$ cat src/rtl/cpu_ctrl_pkg.sv
// Shared definitions for the multi-cycle main control unit: state codes,
// opcodes, ALU operation codes, datapath mux selects and the control vector.
package cpu_ctrl_pkg;

    typedef enum logic [3:0] {
        S_RESET     = 4'd0,
        S_FETCH     = 4'd1,
        S_DEC_WAIT  = 4'd2,
        S_DECODE    = 4'd3,
        S_EXEC_R    = 4'd4,
        S_EXEC_I    = 4'd5,
        S_ALU_WB    = 4'd6,
        S_MEM_ADDR  = 4'd7,
        S_MEM_READ  = 4'd8,
        S_MEM_WB    = 4'd9,
        S_MEM_WRITE = 4'd10,
        S_BRANCH    = 4'd11,
        S_JUMP      = 4'd12,
        S_LUI_WB    = 4'd13,
        S_HALT      = 4'd14
    } state_t;

    localparam logic [2:0] OP_RALU   = 3'b000;
    localparam logic [2:0] OP_IALU   = 3'b001;
    localparam logic [2:0] OP_LOAD   = 3'b010;
    localparam logic [2:0] OP_STORE  = 3'b011;
    localparam logic [2:0] OP_BRANCH = 3'b100;
    localparam logic [2:0] OP_JAL    = 3'b101;
    localparam logic [2:0] OP_LUI    = 3'b110;
    localparam logic [2:0] OP_HALT   = 3'b111;

    localparam logic [3:0] ALU_ADD   = 4'h0;
    localparam logic [3:0] ALU_SUB   = 4'h1;
    localparam logic [3:0] ALU_PASSB = 4'hF;

    localparam logic [1:0] M2R_ALUOUT   = 2'd0;
    localparam logic [1:0] M2R_MDR      = 2'd1;
    localparam logic [1:0] M2R_PC       = 2'd2;
    localparam logic [1:0] SRCB_REGB    = 2'd0;
    localparam logic [1:0] SRCB_CONST2  = 2'd1;
    localparam logic [1:0] SRCB_IMM     = 2'd2;
    localparam logic [1:0] PCSRC_ALU    = 2'd0;
    localparam logic [1:0] PCSRC_ALUOUT = 2'd1;
    localparam logic [1:0] PCSRC_JUMP   = 2'd2;

    typedef struct packed {
        logic       pc_write;
        logic       pc_write_cond;
        logic       ir_write;
        logic       iord;
        logic       mem_read;
        logic       mem_write;
        logic       reg_write;
        logic [1:0] memtoreg;
        logic       alusrca;
        logic [1:0] alusrcb;
        logic [1:0] pcsource;
        logic       halted;
    } ctrl_t;

endpackage

$ cat src/rtl/control_decode.sv
// Pure state-to-control decoder. Only the branch condition looks at ALU_Zero;
// func4 comes from a copy registered at dispatch, never from the live IR.
module control_decode
    import cpu_ctrl_pkg::*;
#(
    parameter int ALUOP_W = 4
) (
    input  state_t               i_state,
    input  logic [3:0]           i_func4,
    input  logic                 i_alu_zero,
    output ctrl_t                o_ctrl,
    output logic [ALUOP_W-1:0]   o_aluop
);

    always_comb begin
        o_ctrl  = '0;
        o_aluop = '0;
        case (i_state)
            S_FETCH: begin
                o_ctrl.mem_read = 1'b1;
                o_ctrl.ir_write = 1'b1;
                o_ctrl.alusrcb  = SRCB_CONST2;
                o_ctrl.pcsource = PCSRC_ALU;
                o_ctrl.pc_write = 1'b1;
                o_aluop         = ALUOP_W'(ALU_ADD);
            end
            S_DECODE: begin
                o_ctrl.alusrcb = SRCB_IMM;
                o_aluop        = ALUOP_W'(ALU_ADD);
            end
            S_EXEC_R: begin
                o_ctrl.alusrca = 1'b1;
                o_ctrl.alusrcb = SRCB_REGB;
                o_aluop        = ALUOP_W'(i_func4);
            end
            S_EXEC_I: begin
                o_ctrl.alusrca = 1'b1;
                o_ctrl.alusrcb = SRCB_IMM;
                o_aluop        = ALUOP_W'(i_func4);
            end
            S_ALU_WB: begin
                o_ctrl.reg_write = 1'b1;
                o_ctrl.memtoreg  = M2R_ALUOUT;
            end
            S_MEM_ADDR: begin
                o_ctrl.alusrca = 1'b1;
                o_ctrl.alusrcb = SRCB_IMM;
                o_aluop        = ALUOP_W'(ALU_ADD);
            end
            S_MEM_READ: begin
                o_ctrl.mem_read = 1'b1;
                o_ctrl.iord     = 1'b1;
            end
            S_MEM_WB: begin
                o_ctrl.reg_write = 1'b1;
                o_ctrl.memtoreg  = M2R_MDR;
            end
            S_MEM_WRITE: begin
                o_ctrl.mem_write = 1'b1;
                o_ctrl.iord      = 1'b1;
            end
            S_BRANCH: begin
                // func4[0] selects bne, which simply inverts the zero test
                o_ctrl.alusrca       = 1'b1;
                o_ctrl.alusrcb       = SRCB_REGB;
                o_ctrl.pcsource      = PCSRC_ALUOUT;
                o_ctrl.pc_write_cond = i_alu_zero ^ i_func4[0];
                o_aluop              = ALUOP_W'(ALU_SUB);
            end
            S_JUMP: begin
                o_ctrl.reg_write = 1'b1;
                o_ctrl.memtoreg  = M2R_PC;
                o_ctrl.pc_write  = 1'b1;
                o_ctrl.pcsource  = PCSRC_JUMP;
            end
            S_LUI_WB: begin
                o_ctrl.alusrcb   = SRCB_IMM;
                o_ctrl.reg_write = 1'b1;
                o_ctrl.memtoreg  = M2R_ALUOUT;
                o_aluop          = ALUOP_W'(ALU_PASSB);
            end
            S_HALT: begin
                o_ctrl.halted = 1'b1;
            end
            default: begin
                o_ctrl  = '0;
                o_aluop = '0;
            end
        endcase
    end

endmodule

$ cat src/rtl/control_unit_fsm.sv
// Multi-cycle main control unit: state register and next-state logic only;
// all datapath controls come from control_decode.
module control_unit_fsm
    import cpu_ctrl_pkg::*;
#(
    parameter int ALUOP_W = 4
) (
    input  logic               i_clk,
    input  logic               i_rst,
    input  logic [6:0]         i_ir_control,
    input  logic               i_alu_zero,
    output logic               o_pc_write,
    output logic               o_pc_write_cond,
    output logic               o_ir_write,
    output logic               o_iord,
    output logic               o_mem_read,
    output logic               o_mem_write,
    output logic               o_reg_write,
    output logic [1:0]         o_memtoreg,
    output logic               o_alusrca,
    output logic [1:0]         o_alusrcb,
    output logic [ALUOP_W-1:0] o_aluop,
    output logic [1:0]         o_pcsource,
    output logic               o_halted,
    output logic [3:0]         o_state
);

    state_t     r_state;
    logic [3:0] r_func4;
    ctrl_t      w_ctrl;

    wire [2:0] w_opcode = i_ir_control[2:0];

    // func4 is captured at dispatch so later IR changes cannot reach the outputs
    always_ff @(posedge i_clk or posedge i_rst) begin
        if (i_rst) begin
            r_state <= S_RESET;
            r_func4 <= '0;
        end else begin
            case (r_state)
                S_RESET:    r_state <= S_FETCH;
                S_FETCH:    r_state <= S_DEC_WAIT;
                S_DEC_WAIT: r_state <= S_DECODE;
                S_DECODE: begin
                    r_func4 <= i_ir_control[6:3];
                    case (w_opcode)
                        OP_RALU:   r_state <= S_EXEC_R;
                        OP_IALU:   r_state <= S_EXEC_I;
                        OP_LOAD,
                        OP_STORE:  r_state <= S_MEM_ADDR;
                        OP_BRANCH: r_state <= S_BRANCH;
                        OP_JAL:    r_state <= S_JUMP;
                        OP_LUI:    r_state <= S_LUI_WB;
                        default:   r_state <= S_HALT;
                    endcase
                end
                S_EXEC_R,
                S_EXEC_I:   r_state <= S_ALU_WB;
                S_MEM_ADDR: r_state <= (w_opcode == OP_LOAD) ? S_MEM_READ : S_MEM_WRITE;
                S_MEM_READ: r_state <= S_MEM_WB;
                S_ALU_WB,
                S_MEM_WB,
                S_MEM_WRITE,
                S_BRANCH,
                S_JUMP,
                S_LUI_WB:   r_state <= S_FETCH;
                S_HALT:     r_state <= S_HALT;
                default:    r_state <= S_RESET;
            endcase
        end
    end

    control_decode #(
        .ALUOP_W (ALUOP_W)
    ) u_decode (
        .i_state    (r_state),
        .i_func4    (r_func4),
        .i_alu_zero (i_alu_zero),
        .o_ctrl     (w_ctrl),
        .o_aluop    (o_aluop)
    );

    assign o_pc_write      = w_ctrl.pc_write;
    assign o_pc_write_cond = w_ctrl.pc_write_cond;
    assign o_ir_write      = w_ctrl.ir_write;
    assign o_iord          = w_ctrl.iord;
    assign o_mem_read      = w_ctrl.mem_read;
    assign o_mem_write     = w_ctrl.mem_write;
    assign o_reg_write     = w_ctrl.reg_write;
    assign o_memtoreg      = w_ctrl.memtoreg;
    assign o_alusrca       = w_ctrl.alusrca;
    assign o_alusrcb       = w_ctrl.alusrcb;
    assign o_pcsource      = w_ctrl.pcsource;
    assign o_halted        = w_ctrl.halted;
    assign o_state         = r_state;

endmodule

$ cat config.mk
export PLATFORM = sky130hd
export DESIGN_NAME = control_unit_fsm
export DESIGN_NICKNAME = d
export VERILOG_FILES = /design/src/rtl/cpu_ctrl_pkg.sv /design/src/rtl/control_decode.sv /design/src/rtl/control_unit_fsm.sv
export SDC_FILE = /design/constraint.sdc
export NUM_CORES = 1
export LEC_CHECK = 0
export BUFFER_PORTS_ARGS = -buffer_cell sky130_fd_sc_hd__buf_2
export CORE_UTILIZATION = 30
export DETAILED_ROUTE_END_ITERATION = 16
export HOLD_SLACK_MARGIN = 0.12
export PLACE_DENSITY = 0.61
export SLEW_MARGIN = 30
export SYNTH_ARGS = -nofsm -noshare
export SYNTH_HDL_FRONTEND = slang
export SYNTH_SLANG_ARGS = --single-unit
$ cat constraint.sdc
create_clock -name i_clk -period 1.5 [get_ports i_clk]
set_clock_uncertainty 0.1 [all_clocks]
set_input_delay 0.375 -clock i_clk [delete_from_list [all_inputs] [get_ports i_clk]]
set_output_delay 0.375 -clock i_clk [all_outputs]
set_load 0.03 [all_outputs]
# Word-level counts from Yosys, hierarchy flattened
# Cells that the tools add are included.
op_classes:
  eq_ne: 20
  muxes: 15
  bitwise_logic: 1
  reduce_logical: 11
op_table:
  columns: ["cell", "n"]
  rows:
  - ["$pmux W4 S8", 1]
  - ["$eq A4 B4 Y1 const B", 7]
  - ["$pmux W4 S6", 1]
  - ["$eq A4 B3 Y1 const B", 4]
  - ["$pmux W4 S3", 1]
  - ["$reduce_or A2 Y1", 6]
  - ["$eq A3 B3 Y1 const B", 3]
  - ["$pmux W3 S3", 1]
  - ["$eq A4 B2 Y1 const B", 2]
  - ["$mux W1", 8]
  - ["$pmux W2 S2", 2]
  - ["$reduce_or A4 Y1", 2]
  - ["$reduce_or A7 Y1", 1]
  - ["$eq A3 B2 Y1 const B", 2]
  - ["$eq A4 B1 Y1 const B", 1]
  - ["$logic_not A4 Y1", 1]
  - ["$eq A3 B1 Y1 const B", 1]
  - ["$logic_not A3 Y1", 1]
  - ["$mux W2", 1]
  - ["$xor A1 B1 Y1", 1]
word_totals:
  ff_bits: 8
  output_inout_bits: 23
  word_cells: 49

# Depth between registers and ports, before layout
# Gate-level depths: netlist of the first run.
depth:
  word_depth: 4
  mapped_depth: 5
  mapped_depth_nobuf: 3

# By module
# A second synthesis of the first run with hierarchy kept.
unflattened:
  hier_cells: 85
  area_unflattened_um2: 690.7
modules_own_cells:
  columns: ["module", "instances", "cells_per_inst", "area_each_um2", "seq_area_each_um2"]
  rows:
  - ["control_unit_fsm", 1, 42, 429.2, 200.2]
  - ["control_decode", 1, 43, 261.5, 0.0]

# Worst setup path before layout of the first run
# Ideal clock, no wire load.
synth_timing:
  kind: "reg2out"
  startpoint: "reg r_state[3], in the netlist o_state[3]"
  endpoint: "out o_pc_write"
  t_arrival_ns: 1.960
  required_ns: 1.025
  path_slack_ns: -0.935
  path_stages_with_launch: 5
  path_buffers: 1
  cell_sequence: "dfrtp_1 buf_6 nand2b_1 nor3_1 or2_1"
synth_via:
  elab_chain_len: 3
  word_cells_on_any_way: 4
synth_rtl:
  columns: ["element", "line_no", "text"]
  rows:
  - ["start, declared", "control_unit_fsm.sv:28", "state_t r_state;"]
  - ["start signal, assigned", "control_unit_fsm.sv:59", "S_MEM_ADDR: r_state <= (w_opcode == OP_LOAD) ? S_MEM_READ : S_MEM_WRITE;"]
  - ["$eq A4 B1 Y1 or $eq A4 B4 Y1 (tied branches)", "control_decode.sv:18", "case (i_state)"]
  - ["$reduce_or A2 Y1 (no line) (*)", null, null]
  - ["$mux W1 (*)", "control_decode.sv:18", null]
  - ["end, declared", "control_unit_fsm.sv:12", "output logic o_pc_write,"]
# Mark *: on every way between the ends. The rest lies on a longest branch, timed or not.

# Worst setup path in the final report of the first run
layout_timing:
  startpoint: "reg r_state[2], in the netlist o_state[2]"
  endpoint: "out o_pc_write"
# Same word-level chain as after synthesis.

==> results of run 1 <==
[registers in the layout (all words and copies together), names as in the netlist]
signal / count
r_func4: 4
o_state: 4
[cells in the final DEF, fill, tap and decap left out, drive strengths merged, types with 2 or more instances in the layout]
| cell | n |
|---|---|
| buf | 62 |
| nor2 | 9 |
| nand2 | 8 |
| dfrtp | 8 |
| nand2b | 5 |
| nor3 | 5 |
| a21oi | 5 |
| mux2 | 4 |
| clkbuf | 4 |
| inv | 4 |
| xnor2 | 3 |
| o32ai | 3 |
| or2 | 2 |
| o22ai | 2 |
| a21o | 2 |
[timing repair]
item / 4_1_cts / 5_1_grt
endpoints found under the setup margin: 25 / 29
hold endpoints to repair: 8 / 0
gates resized for setup: 74 / 15
hold buffers: 1 / 0
setup buffers: 5 / 3
pin swaps: 4 / 6
gates cloned: 0 / 0
[area by class of cell]
| cell class | instances | area [sq um] | area share (%) |
|---|---|---|---|
| Multi-Input combinational cell | 61 | 702 | 44.3 |
| Timing Repair Buffer | 63 | 593 | 37.5 |
| Sequential cell | 8 | 205 | 13.0 |
| Tap cell | 27 | 33.8 | 2.13 |
| Clock buffer | 4 | 26.3 | 1.66 |
| Inverter | 4 | 22.5 | 1.42 |
[power by group through the flow]
stage          Clock, mW  Sequential (mW)  Combinational (mW)
3_5_place_dp           0            0.449                2.33
5_1_grt            0.197            0.494                3.37
6_report           0.175            0.480                3.24
3_3_place_gp           0            0.450                2.31
2_1_floorplan          0            0.528                1.58
4_1_cts            0.178            0.460                2.95
[Yosys cell counts, drive strengths merged (2+ instances only)]
| library cell | number | share of area (%) |
|---|---|---|
| nand2b | 5 | 4.6 |
| xnor2 | 3 | 3.9 |
| buf | 7 | 7.7 |
| o32ai | 3 | 3.9 |
| a21o | 2 | 2.2 |
| mux2 | 4 | 8.9 |
| inv | 4 | 2.2 |
| a21oi | 5 | 3.7 |
| nor3 | 5 | 3.7 |
| o22ai | 2 | 1.8 |
| nor2 | 9 | 5.0 |
| or2 | 2 | 1.8 |
| nand2 | 8 | 4.4 |
| dfrtp | 8 | 30 |
[metal layers]
metal | routed length [microns] | global-route usage [%] | part of all wire, %
met1 | 1120 | 26.8 | 40
met4 | 75 | 10.0 | 2.7
met2 | 1510 | 43.5 | 54
met5 | 0 | 0 | 0
met3 | 80 | 2.16 | 2.9
[path summary, 6_finish.rpt]
kind,start,end,slack (ns)
min in group asynchronous,i_rst,o_state[0],0.50
max in group asynchronous,i_rst,o_state[3],0.56
min reg2reg,r_func4[1],r_func4[1],0.44
min,i_ir_control[5],r_func4[2],0.26
max,o_state[2],o_pc_write,-0.36
max reg2reg,o_state[3],r_func4[1],-0.19
[stage by stage]
| stage | setup WS (ns) | instance area [sq um] | utilization (%) | hold slack, ns |
|---|---|---|---|---|
| detailed placement | -0.136 | 1200 | 58.6 | 0.224 |
| CTS | -0.337 | 1520 | 74.2 | 0.257 |
| floorplan | -0.356 | 882 | - | 0.0904 |
| global route | -0.411 | 1580 | 77.5 | 0.251 |
| global placement | -0.127 | 1200 | 58.6 | 0.224 |
| finish | -0.359 | 1580 | 77.5 | 0.262 |
[kinds of logic after synthesis]
kind of cell	count (synthesis)	synth area share (%)
multiplexers	4	8.86
flip-flops	8	29.5
XOR/XNOR	3	3.88
AND/OR/NAND/NOR	36	28.2
AO/OA/AOI/OAI	18	19.0
buffers and inverters	12	10.5
==> results_dict.tcl, run 1 <==
set metrics [dict create \
    die_x_microns 49.5 \
    synthArstFlopShare_pct 100 \
    synth_enable_flop_cells 0 \
    r2r_cells 4 \
    p_switching_mw 1.89 \
    port-buffer-count 32 \
    core_area_sq_um 2040 \
    final_nets 151 \
    fillCellCount 129 \
    clk_latency_ns 0.25 \
    wl_microns 2780 \
    syn-num-nets 91 \
    ant_nets 0 \
    p_comb_share_pct 83.2 \
    placementRows 16 \
    grt_setup_unrepaired "true" \
    endpoint_kind "output port" \
    path_class "flop to output port" \
    wl_per_cell_microns 16.7 \
    cts_made_buffers 3 \
    die_area_sq_um 2450 \
    status "finished, violations left" \
    grt_first_pass_wirelength_microns 4230 \
    clk_path_buf_depth 2 \
    vias 852 \
    ios 33 \
    hold_depth 2 \
    h-tree-depth 1 \
    clk_pin_slew_ns 0.06 \
    clock_sinks 8 \
    synthFlopType "dfrtp_1" \
    yosysWarnings 0 \
    clkPwrFrac_pct 4.5 \
    crit_fanout 4 \
    p_int_mw 2.00 \
    min_period_ns 1.86 \
    gr-total-overflow 0 \
    area_growth_syn_to_layout_pct 133 \
    firstDrtPassIters 4 \
    cpPeakStageDelay_ns 0.43 \
    vias_per_cell 5.10 \
    fin_cells 167 \
    worst-path-stages 5 \
    syn-cell-area_sq_um 678 \
    grt_pass1_vias 857 \
    max_freq_mhz 538 \
    drive_gt1_share_pct 80.0 \
    syn_avg_cell_area_sq_um 8.37 \
    cts_tree "built" \
    dp_cells 157 \
    start_kind "flop" \
    max_slew_margin_pct 80.4 \
    start_util_pct 33.2 \
    violations "setup timing" \
    grt_util_all_layers_pct 23.4 \
    antenna_found_initial 0 \
    hpwl_microns 1630 \
    switching_share_pct 48.6 \
    route.detailed.drc 0 \
    path_buf_inv 3 \
    vdd_ir_drop_max_mv 1.50 \
    total_power_mw 3.89 \
    setup_viol 27 \
    setup_ws_ns -0.359 \
    crit_required_ns 1.02 \
    cp_top_family "flip-flops" \
    ys_types 30 \
    ys_ff_latch 8 \
    diodes 0 \
    die_h_microns 49.5 \
    cp_slowest_cell "dfrtp_2" \
    fin_tns_setup_ns -6.39 \
    netlist_instances 81 \
    drt_iter0_drc 7 \
    min_path_type "input port to flop" \
    grt_start_max_net_pins 11 \
    critical_path.most_common_cell "buf_6" \
    root_buffer "clkbuf_4" \
    final_hold_viol_count 0 \
    powerDensity_nw_per_um2 2460 \
    seqPwrFrac_pct 12.3 \
    maxSlewViolCount 0 \
    leakagePower_nw 0.692 \
    finalWeightedCongestion 0.861 \
    arrival_ns 1.38 \
    synth_seq_area_share_pct 29.5 \
    tightest_slew_ns 0.294 \
    period_share_pct 124 \
    maxCapViolCount 0 \
    critical_path.cell_chain "buf_6 > buf_6 > nor3_4 > or2_4 > buf_6" \
]
Note: power is estimated with default switching activity, not from simulation.
==> run 2: changes to the inputs <==
==> constraint.sdc (replaced) <==
create_clock -name i_clk -period 1.5 [get_ports i_clk]
set_clock_uncertainty 0.1 [all_clocks]
set_input_delay 0.075 -clock i_clk [delete_from_list [all_inputs] [get_ports i_clk]]
set_output_delay 0.075 -clock i_clk [all_outputs]
set_load 0.03 [all_outputs]
==> run 2 against run 1 <==
Effect of this change:
- non-clock buffer count unchanged
- cell area down 14%
- register-to-register slack better by 0.12 ns
- flip-flop and latch count unchanged
- sequential share of layout area up 2.2 points
- final cell count unchanged
- largest power group unchanged
- first-iteration DRC count rose to 3.4 times the previous value
- maximum frequency up 19%
- the flow still finishes with violations (setup timing)
- utilization down 11 points
- critical path type is now flop to flop
- sequential power down 1%
- clock power up 5%
==> results_dict.tcl, run 2 (same netlist as run 1, synthesis figures left out) <==
set metrics [dict create \
    die_area_sq_um 2450 \
    reg2reg_from "o_state[3]" \
    path_class "flop to flop" \
    hpwl_microns 1410 \
    tightest_slew_ns 0.312 \
    violations "setup timing" \
    status "finished, violations left" \
    h-tree-depth 1 \
    clk_pin_slew_ns 0.06 \
    finalWeightedCongestion 0.814 \
    fin_area_sq_um 1360 \
    wl_microns 2380 \
    fin_cells 167 \
    layout_commonest_cell "buf_4" \
    leakagePower_nw 0.637 \
    clk_path_buf_depth 2 \
    start_kind "flop" \
    final_nets 151 \
    hold_slack_ns 0.193 \
    dp_cells 141 \
    drt_iter0_drc 24 \
    port-buffer-count 32 \
    area_growth_syn_to_layout_pct 100 \
    die_x_microns 49.5 \
    core_area_sq_um 2040 \
    die_h_microns 49.5 \
    antenna_found_initial 0 \
    powerDensity_nw_per_um2 2280 \
    route.detailed.drc 0 \
    crit_fanout 7 \
    clk_latency_ns 0.26 \
    setup_viol 11 \
    dpl_cell_area_sq_um 980 \
    grt_pass1_vias 827 \
    ios 33 \
    vias 861 \
    timing.rr.end "r_func4[0]" \
    grt_util_all_layers_pct 19.3 \
    max_freq_mhz 638 \
    start_util_pct 33.2 \
    wl_per_cell_microns 14.3 \
    firstDrtPassIters 4 \
    maxSlewViolCount 0 \
    multi_input_area_sq_um 551 \
    maxCapViolCount 0 \
    ant_nets 0 \
    period_share_pct 104 \
    gr-total-overflow 0 \
    vdd_ir_drop_max_mv 1.21 \
    seq_area_sq_um 205 \
    diodes 0 \
    r2r_cells 4 \
    grt_setup_unrepaired "true" \
    grt_first_pass_wirelength_microns 3630 \
    final_cell_mix "buf_4, buf_2, buf_6, dlygate4sd3_1, nand2_1" \
    setup_ws_ns -0.0669 \
    fillCellCount 174 \
    vias_per_cell 5.16 \
    max_slew_margin_pct 79.2 \
    root_buffer "clkbuf_4" \
    drive_gt1_share_pct 68.6 \
    placementRows 16 \
    final_hold_viol_count 0 \
    arrival_ns 1.60 \
    min_path_type "input port to asynchronous set/reset pin" \
    grt_start_max_net_pins 9 \
    crit_required_ns 1.54 \
    cts_made_buffers 3 \
    min_period_ns 1.57 \
    cts_tree "built" \
    r2r_slack_ns -0.07 \
    endpoint_kind "flop" \
    clock_sinks 8 \
]
==> run 2: changes by cell type in the layout (fill, tap and decap cells not counted), sizes merged <==
cell,before,now
dlygate4sd3,1,8
buf,62,55
==> run 2: area by class of cell <==
| class | instances | share of cell area, % |
|---|---|---|
| clock buffer | 4 | 1.94 |
| inverter | 4 | 1.48 |
| multi-input combinational | 61 | 40.6 |
| sequential | 8 | 15.1 |
| tap | 27 | 2.49 |
| timing repair buffer | 63 | 38.4 |
==> run 2: layer usage <==
metal | global-route usage, % | wire, microns | up-vias
li1 | - | - | 405
met1 | 22.9 | 1010 | 411
met2 | 34.9 | 1200 | 38
met3 | 5.56 | 132 | 7
met4 | 2.38 | 38 | 0
met5 | 0 | 0 | -
==> run 2: worst max-delay path, stage by stage, from the launching register on <==
cell and delay [ns]:
dfrtp_2 0.46, buf_6 0.14, and4bb_2 0.33, buf_12 0.12
mux2_4 0.29
==> run 2: stage by stage <==
stage,setup WS (ns),power [mW],setup TNS [ns],util (%)
after global routing,-0.112,3.26,-1.28,66.4
after floorplan,-0.0800,1.86,-0.140,-
after global placement,0.0962,2.29,0,48.0
final,-0.0669,3.09,-0.375,66.4
after detailed placement,0.0549,2.29,0,48.0
after CTS,-0.0701,2.87,-0.313,61.3
==> run 2: repair_timing <==
item,CTS,global route
cloned,0,0
hold buffers,8,0
resized for setup,33,24
pin swaps,4,6
setup buffers,8,6
setup endpoints to repair,17,23
endpoints found under the hold margin,13,0
==> run 2: power breakdown <==
group / internal (mW) / switching (mW) / total (mW)
registers: 0.332 / 0.142 / 0.474
clock network: 0.102 / 0.0816 / 0.184
logic: 1.14 / 1.29 / 2.43
==> run 2: worst max path at each step <==
stage / start / to / slack (ns)
final: o_state[3] / r_func4[0] / -0.07
after global routing: o_state[1] / o_pc_write / -0.11
after CTS: o_state[3] / r_func4[0] / -0.07
after detailed placement: o_state[3] / r_func4[0] / 0.05
after global placement: o_state[2] / o_pc_write / 0.1
after floorplan: o_state[3] / o_pc_write / -0.08
